===== src/rtl/obf_seq_ctrl.sv =====
// Upstream sequencer for the obfuscation LUT stage. It walks the sub-instruction
// pointer through a LUT substitution sequence, or bypasses unobfuscated instructions.
module obf_seq_ctrl #(
  parameter int IGU_WIDTH = 6,
  parameter int PPC_WIDTH = 4,
  parameter int KEY_WIDTH = 8,
  parameter int OUT_WIDTH = 32,
  parameter int LAST_BIT  = 31
) (
  input  logic                 clk,
  input  logic                 rst,
  input  logic                 in_valid,
  output logic                 in_ready,
  input  logic [OUT_WIDTH-1:0] in_insn,
  input  logic [IGU_WIDTH-1:0] in_index,
  input  logic [KEY_WIDTH-1:0] in_key,
  input  logic                 pipe_stall,
  output logic [IGU_WIDTH-1:0] lut_index,
  output logic [PPC_WIDTH-1:0] lut_ppc,
  output logic [KEY_WIDTH-1:0] lut_key,
  input  logic [OUT_WIDTH-1:0] lut_sub,
  input  logic [OUT_WIDTH-1:0] lut_imm,
  output logic                 out_valid,
  output logic [OUT_WIDTH-1:0] out_insn,
  output logic [OUT_WIDTH-1:0] out_imm,
  output logic                 out_last,
  output logic                 busy,
  output logic                 err_overrun
);

  typedef enum logic [1:0] {
    ST_IDLE   = 2'd0,
    ST_EXPAND = 2'd1,
    ST_BYPASS = 2'd2
  } state_e;

  state_e               state_q, state_d;
  logic [IGU_WIDTH-1:0] lut_index_q, lut_index_d;
  logic [PPC_WIDTH-1:0] lut_ppc_q, lut_ppc_d;
  logic [KEY_WIDTH-1:0] lut_key_q, lut_key_d;
  logic [OUT_WIDTH-1:0] insn_q, insn_d;
  logic                 err_overrun_q, err_overrun_d;

  logic ppc_max_s;
  logic sub_last_s;
  logic done_s;
  logic accept_s;

  assign lut_index   = lut_index_q;
  assign lut_ppc     = lut_ppc_q;
  assign lut_key     = lut_key_q;
  assign err_overrun = err_overrun_q;
  assign busy        = (state_q != ST_IDLE);

  assign ppc_max_s  = &lut_ppc_q;
  assign sub_last_s = lut_sub[LAST_BIT];
  // A word completes when it is last and downstream takes it; that frees fetch.
  assign done_s     = (state_q != ST_IDLE) && out_last && !pipe_stall;
  assign in_ready   = (state_q == ST_IDLE) || done_s;
  assign accept_s   = in_valid && in_ready;

  // Output word selection from current state and LUT response
  always_comb begin
    out_valid = 1'b0;
    out_insn  = {OUT_WIDTH{1'b0}};
    out_imm   = {OUT_WIDTH{1'b0}};
    out_last  = 1'b0;
    case (state_q)
      ST_IDLE: begin
        out_valid = 1'b0;
      end
      ST_EXPAND: begin
        out_valid = 1'b1;
        out_insn  = lut_sub;
        out_imm   = lut_imm;
        out_last  = sub_last_s || ppc_max_s;
      end
      ST_BYPASS: begin
        out_valid = 1'b1;
        out_insn  = insn_q;
        out_last  = 1'b1;
      end
      default: begin
        out_valid = 1'b0;
      end
    endcase
  end

  // Next-state and pointer sequencing
  always_comb begin
    state_d     = state_q;
    lut_index_d = lut_index_q;
    lut_ppc_d   = lut_ppc_q;
    lut_key_d   = lut_key_q;
    insn_d      = insn_q;
    if (accept_s) begin
      lut_index_d = in_index;
      lut_key_d   = in_key;
      insn_d      = in_insn;
      lut_ppc_d   = {PPC_WIDTH{1'b0}};
      state_d     = (in_index == {IGU_WIDTH{1'b0}}) ? ST_BYPASS : ST_EXPAND;
    end else if (done_s) begin
      state_d = ST_IDLE;
    end else if ((state_q == ST_EXPAND) && !pipe_stall) begin
      lut_ppc_d = lut_ppc_q + {{(PPC_WIDTH-1){1'b0}}, 1'b1};
    end else begin
      state_d = state_q;
    end

    // Running off the end of the pointer range without a LAST marker is a LUT fault.
    if ((state_q == ST_EXPAND) && done_s && ppc_max_s && !sub_last_s) begin
      err_overrun_d = 1'b1;
    end else begin
      err_overrun_d = err_overrun_q;
    end
  end

  // State and LUT request registers
  always_ff @(posedge clk) begin
    if (rst) begin
      state_q       <= ST_IDLE;
      lut_index_q   <= {IGU_WIDTH{1'b0}};
      lut_ppc_q     <= {PPC_WIDTH{1'b0}};
      lut_key_q     <= {KEY_WIDTH{1'b0}};
      insn_q        <= {OUT_WIDTH{1'b0}};
      err_overrun_q <= 1'b0;
    end else begin
      state_q       <= state_d;
      lut_index_q   <= lut_index_d;
      lut_ppc_q     <= lut_ppc_d;
      lut_key_q     <= lut_key_d;
      insn_q        <= insn_d;
      err_overrun_q <= err_overrun_d;
    end
  end

endmodule


===== config.mk =====
export PLATFORM = sky130hd
export DESIGN_NAME = obf_seq_ctrl
export DESIGN_NICKNAME = d
export VERILOG_FILES = /design/src/rtl/obf_seq_ctrl.sv
export SDC_FILE = /design/constraint.sdc
export NUM_CORES = 1
export LEC_CHECK = 0
export ABC_AREA = 1
export CORE_UTILIZATION = 37
export CTS_BUF_LIST = sky130_fd_sc_hd__clkbuf_16
export DETAILED_ROUTE_END_ITERATION = 16
export HOLD_SLACK_MARGIN = 0.03
export PLACE_DENSITY_LB_ADDON = 0.25
export SYNTH_ARGS = -nofsm -noshare
export SYNTH_HDL_FRONTEND = slang
export SYNTH_SLANG_ARGS = --single-unit

===== constraint.sdc =====
create_clock -name clk -period 1.8 [get_ports clk]
set_input_delay 0.18 -clock clk [delete_from_list [all_inputs] [get_ports clk]]
set_output_delay 0.18 -clock clk [all_outputs]
set_load 0.05 [all_outputs]

; ---- Word-level counts from Yosys, hierarchy flattened
; Index checks and enable logic that the tools add are counted.
[classes]
n_shift = 0
reduce_logical = 19
addsub = 1
div_mod_pow = 0
n_mul = 0
order_cmp = 0
mux = 7
eq_ne = 2
bitwise_logic = 1
[op_table]
columns = cell, count
row1 = $pmux W32 S2, 1
row2 = $mux W32, 1
row3 = $logic_and A1 B1 Y1, 7
row4 = $logic_not A6 Y1, 1
row5 = $mux W2, 3
row6 = $add A4 B1 Y4 const B, 1
row7 = $reduce_and A4 Y1, 1
row8 = $reduce_bool A2 Y1, 2
row9 = $reduce_or A2 Y1, 2
row10 = $eq A2 B1 Y1 const B, 1
row11 = $eq A2 B2 Y1 const B, 1
row12 = $logic_not A1 Y1, 2
row13 = $logic_not A2 Y1, 1
row14 = $logic_or A1 B1 Y1, 2
row15 = $pmux W1 S2, 1
row16 = $reduce_and A2 Y1, 1
row17 = $mux W1, 1
row18 = $not A1 Y1, 1
[totals]
mem_bits_ro = 0
ramBits = 0
memories = 0
register_bits = 53
elab_cells = 36
latchBits = 0
output_inout_bits = 87

; ---- Logic depth before layout (Yosys ltp)
; Gate-level depths: netlist (run 1).
[logic_depth]
word_depth = 8
depth_mapped = 12
depth_no_buf = 11

; ---- Worst setup path before layout (run 1)
; OpenSTA, ideal clock, no wires.
[synth_timing]
path_type = register to output
start = register state_q[0]
end = output out_insn[0]
path_stages_with_launch = 6
required_time_ns = 1.620
path_slack_ns = -0.572
arrival_ns = 2.192
path_cell_list = dfxtp_1 > inv_1 > ha_1 > inv_1 > buf_1 > a21oi_1
[synth_via]
elab_chain_len = 2
word_cells_on_any_way = 3
cone_classes = eq/ne: 2 / mux: 1
[synth_rtl]
columns = item, line_no
row1 = from (decl), 37  ; state_e state_q, state_d;
row2 = from (signal assigned), 128  ; state_q <= state_d;
row3 = $eq A2 B2 Y1 or $eq A2 B1 Y1 (tied branches), 68  ; case (state_q)
row4 = $pmux W32 S2 (*), 68
row5 = to (decl), 24  ; output logic [OUT_WIDTH-1:0] out_insn,
; Every way passes the cells marked *; elsewhere a longest branch is shown, timed or not.

; ---- Final worst setup path (run 1)
[layout_timing]
start = register state_q[0]
end = output in_ready
[layout_via]
elab_chain_len = 5
word_cells_on_any_way = 8
cone_classes = eq/ne: 2 / mux: 1 / reduce/logical: 5
[layout_rtl]
columns = item, line_no
row1 = $eq A2 B2 Y1 or $eq A2 B1 Y1 (tied branches), 68
row2 = $pmux W1 S2, 68
row3 = $logic_and A1 B1 Y1 (2 in a row), 58  ; assign done_s = (state_q != ST_IDLE) && out_last && !pipe_stall;
row4 = $logic_or A1 B1 Y1 (*), 59  ; assign in_ready = (state_q == ST_IDLE) || done_s;
row5 = to (decl), 13  ; output logic in_ready,
; Marks and branches as above.

==> results of run 1 <==
cell type report:
cell class	count	area, um2	share of cell area (%)
sequential	53	1070	15.7
clock buffer	5	125	1.84
inverter	88	345	5.07
clock inverter	3	42.5	0.625
multi-input combinational	356	2010	29.5
timing repair buffer	229	3090	45.3
tap	105	131	1.93
through the flow:
step	power [mW]	hold slack, ns	util (%)
after floorplan	2.12	0.242	-
after global placement	2.79	0.450	76.1
after detailed placement	2.82	0.461	76.1
after CTS	3.97	0.300	80.7
after global routing	4.16	0.316	82.0
final	4.00	0.309	82.0
routing by layer:
| metal | vias to the layer above | GRT usage [%] |
|---|---|---|
| met5 | - | 0 |
| met4 | 0 | 9.22 |
| met3 | 22 | 7.57 |
| met2 | 168 | 54.9 |
| met1 | 1886 | 26.6 |
| li1 | 2040 | - |
where the power goes:
part           internal, mW  total, mW  switching [mW]
registers              1.26       1.32          0.0527
logic                 0.763       1.60           0.840
clock network         0.654       1.08           0.430
kinds of logic (layout without fill, tap and decap cells):
kind of cell | after synthesis | after routing | share of synthesized area, %
and+or+nand+nor | 261 | 261 | 33.8
buffers and inverters | 128 | 325 | 16.5
AOI/OAI and AO/OA | 89 | 89 | 14.3
DFF | 53 | 53 | 33.3
adders and majority gates | 4 | 4 | 1.57
xor gates and xnor gates | 2 | 2 | 0.549
registers in the layout, indices dropped and copies added, names as in the netlist:
register,cells
err_overrun,1
insn_q,32
lut_index,6
lut_key,8
lut_ppc,4
state_q,2
cells in the mapped netlist:
cell type | instances | share of area, %
sky130_fd_sc_hd__nand4_1 | 1 | 0.20
sky130_fd_sc_hd__buf_1 | 5 | 0.59
sky130_fd_sc_hd__buf_6 | 5 | 1.8
sky130_fd_sc_hd__buf_2 | 7 | 1.1
sky130_fd_sc_hd__clkbuf_1 | 23 | 2.7
sky130_fd_sc_hd__nand3_2 | 1 | 0.31
sky130_fd_sc_hd__o21ai_0 | 1 | 0.16
sky130_fd_sc_hd__o211ai_1 | 1 | 0.24
sky130_fd_sc_hd__nand2_1 | 153 | 18
sky130_fd_sc_hd__xnor2_1 | 1 | 0.27
sky130_fd_sc_hd__xor2_1 | 1 | 0.27
sky130_fd_sc_hd__a31oi_1 | 1 | 0.20
sky130_fd_sc_hd__o2111ai_1 | 1 | 0.27
sky130_fd_sc_hd__a21oi_1 | 84 | 13
sky130_fd_sc_hd__a21oi_2 | 1 | 0.27
sky130_fd_sc_hd__nand2_4 | 1 | 0.35
sky130_fd_sc_hd__ha_1 | 4 | 1.6
sky130_fd_sc_hd__nand3_1 | 51 | 8.0
sky130_fd_sc_hd__dfxtp_1 | 53 | 33
sky130_fd_sc_hd__inv_1 | 88 | 10
sky130_fd_sc_hd__nand3b_1 | 1 | 0.24
sky130_fd_sc_hd__nor2_1 | 52 | 6.1
sky130_fd_sc_hd__nand3_4 | 1 | 0.55
repair_timing:
item,in CTS,in global routing
cloned,3,1
pin swaps,2,1
resized for setup,21,8
endpoints found under the setup margin,41,57
buffers inserted,4,8
path summary, 6_finish.rpt:
check,to,slack [ns],from,depth (start not counted)
worst max-delay path,in_ready,-0.07,state_q[0],8
worst min-delay path,state_q[0],0.31,in_valid,3
worst max register to register,lut_key[4],-0.01,state_q[0],12
worst min register to register,lut_key[6],0.48,lut_key[6],2
placed cells by master, fill, tap and decap left out, drive strengths merged:
cell             n
dfxtp           53
nand4            1
bufinv           1
xnor2            1
clkinv           2
o211ai           1
a31oi            1
clkbuf           6
bufbuf           2
ha               4
inv             88
nand3           53
o2111ai          1
buf             96
nor2            52
o21ai            1
clkdlybuf4s50  130
nand2          154
xor2             1
a21oi           85
nand3b           1
worst min-delay path: stages:
cell,delay (ns)
sky130_fd_sc_hd__buf_4,0.21
sky130_fd_sc_hd__nand3_2,0.12
sky130_fd_sc_hd__a21oi_2,0.05
==> run summary, run 1 <==
The setup skew after layout was 0.00853 ns; the number of distinct standard cells referenced by the synthesized netlist was 23. The checks that failed: negative setup slack. The highest metal layer carrying signal wires in the routed design is met4. The fraction of final layout cells sized beyond drive strength 1 works out to 21.8%. Walking the worst path, the cells encountered are buf_12 > ha_4 > a21oi_2 > nand2_2 > nand3_4 > nand2_8 > buf_12 > buf_12. From left edge to right edge, the die measures 94.8 um.

The number of buffers added to fix hold violations after cts is 0, and the number of remaining DRC errors is 0. In the detailed route, the total length drawn on met3 is 1140 um. Summed over all nets, wire length on met2 after detailed routing comes to 7060 um. The cell family contributing the most delay on the critical path is buffers and inverters. The routed wirelength normalized by instance count came out at 15.5 um. For the via count of the first global-routing pass, the log shows 3969. The clock transition at the register clock pins on the worst setup and hold paths after CTS works out to 0.07 ns. The net count of the finished layout is 851. The run gives 2 as the maximum number of buffers from clock root to sink. For this run, the number of standard cells in the final layout without fillers is 839. For the worst-skew pair, the clock arrives at the later sink with an insertion delay of 0.29 ns. The worst supply voltage drop on vdd was 0.507 mV; the initial standard-cell utilization of the core was 38.4%.

In the final routing, the length of wire on met1 measures 4500 um. After legalization and detailed placement, the total HPWL measured 9230 um. When the netlist entered floorplanning its net count stood at 655.

The run gives 144 as the number of DRC markers in iteration 0. The total overflow left after global routing is 0. The count of nets left with antenna violations once routing finished came out at 0. The run gives -0.0686 ns as the minimum setup slack in the final design. The tools report the final-layout setup total negative slack as -0.830 ns.

Setup repair after global routing could not meet its margin everywhere. The clock period minus worst slack is 1.87 ns, and the share of the yosys chip area belonging to registers is 33.3%. Across the run, the number of max-cap violations was 0. The worst slack at placement is 0.0394 ns, and the total wire length after detailed routing is 13000 um. Synthesis inferred 53 register bits. Static power due to leakage: 3.03 nW.

In this run the mean area of a mapped cell was 5.94 um2. Clock tree synthesis inserted a total of 5 buffers. The total via count after detailed routing is 4116.

The worst pin sits at a relative slew slack of 64.0%. Routability-driven placement finished with a final weighted congestion of 0.859. The path class of the tightest hold or removal check is input pin to register.

The post-detailed-route via-to-cell ratio was 4.91; the worst-margin pin slew was 0.538 ns. The cell with the most instances on the worst path is sky130_fd_sc_hd__buf_12. CTS built an H-tree with a depth of 2. The repair_antennas step left the layout with diodes totalling 0. Synthesis produced 537 cells. The cell area power density was 588 nW/um2. The synthesis-to-finish area growth was 113%. The setup path with the least slack is of type register to output pin. The tree built by TritonCTS fans out to 53 sinks. The run finished, with violations left. After routing the design area is 6810 um2.

STA puts the critical path data required time at 1.62 ns. The placed instances occupy a cell area of 6310 um2. Along the worst path, the maximum fanout reaches 5. For this design the top-level I/O count stands at 201.

TritonCTS built the clock tree. For this run, the slowest stage of the critical path takes 0.34 ns. Input and output buffers added on the ports amount to 200.

In this run the core area contains 33 standard-cell rows. On the critical path, the stage with the largest delay is an instance of sky130_fd_sc_hd__dfxtp_2. CTS placed an instance of sky130_fd_sc_hd__clkbuf_16 at the clock tree root. STA classifies the critical path endpoint as an output pin. STA puts the critical path data arrival time at 1.69 ns.

The filler cell count in the final layout was 518. In the global route stage, overall resource usage came out at 27.5%. Maximum number of pins on one net before global-route repair: 48.

The worst setup path is launched from a register. Based on the critical path, the design can be clocked at up to 535 MHz. The die area is 8990 um2. The final critical path takes up 104% of the cycle.

The vertical die dimension was 94.8 um; the number of placed instances with taps included was 815. The total buffers and inverters traversed by the critical path was 3. In this run the standard cell core region covers 8300 um2. The number of failing hold endpoints at the final stage is 0, and the final-report setup violation count is 27.

In this run the cell area of the synthesized design comes to 3190 um2. The logs give 0 for the max-slew violation total from the final report and 0 for the initial antenna violation count. The Yosys step of the flow raised 0 warnings.

The wire length of the first global-routing pass came out at 19100 um. The run gives 5 as the detailed-routing iteration count for the pre-antenna-repair pass.
Power figures use the tool's default switching activity.
==> run 2, diff against run 1 <==
- CAP_MARGIN: not set -> 10
==> results of run 2 <==
Same layout as run 1: the final DEF is identical, and so are final timing and power.
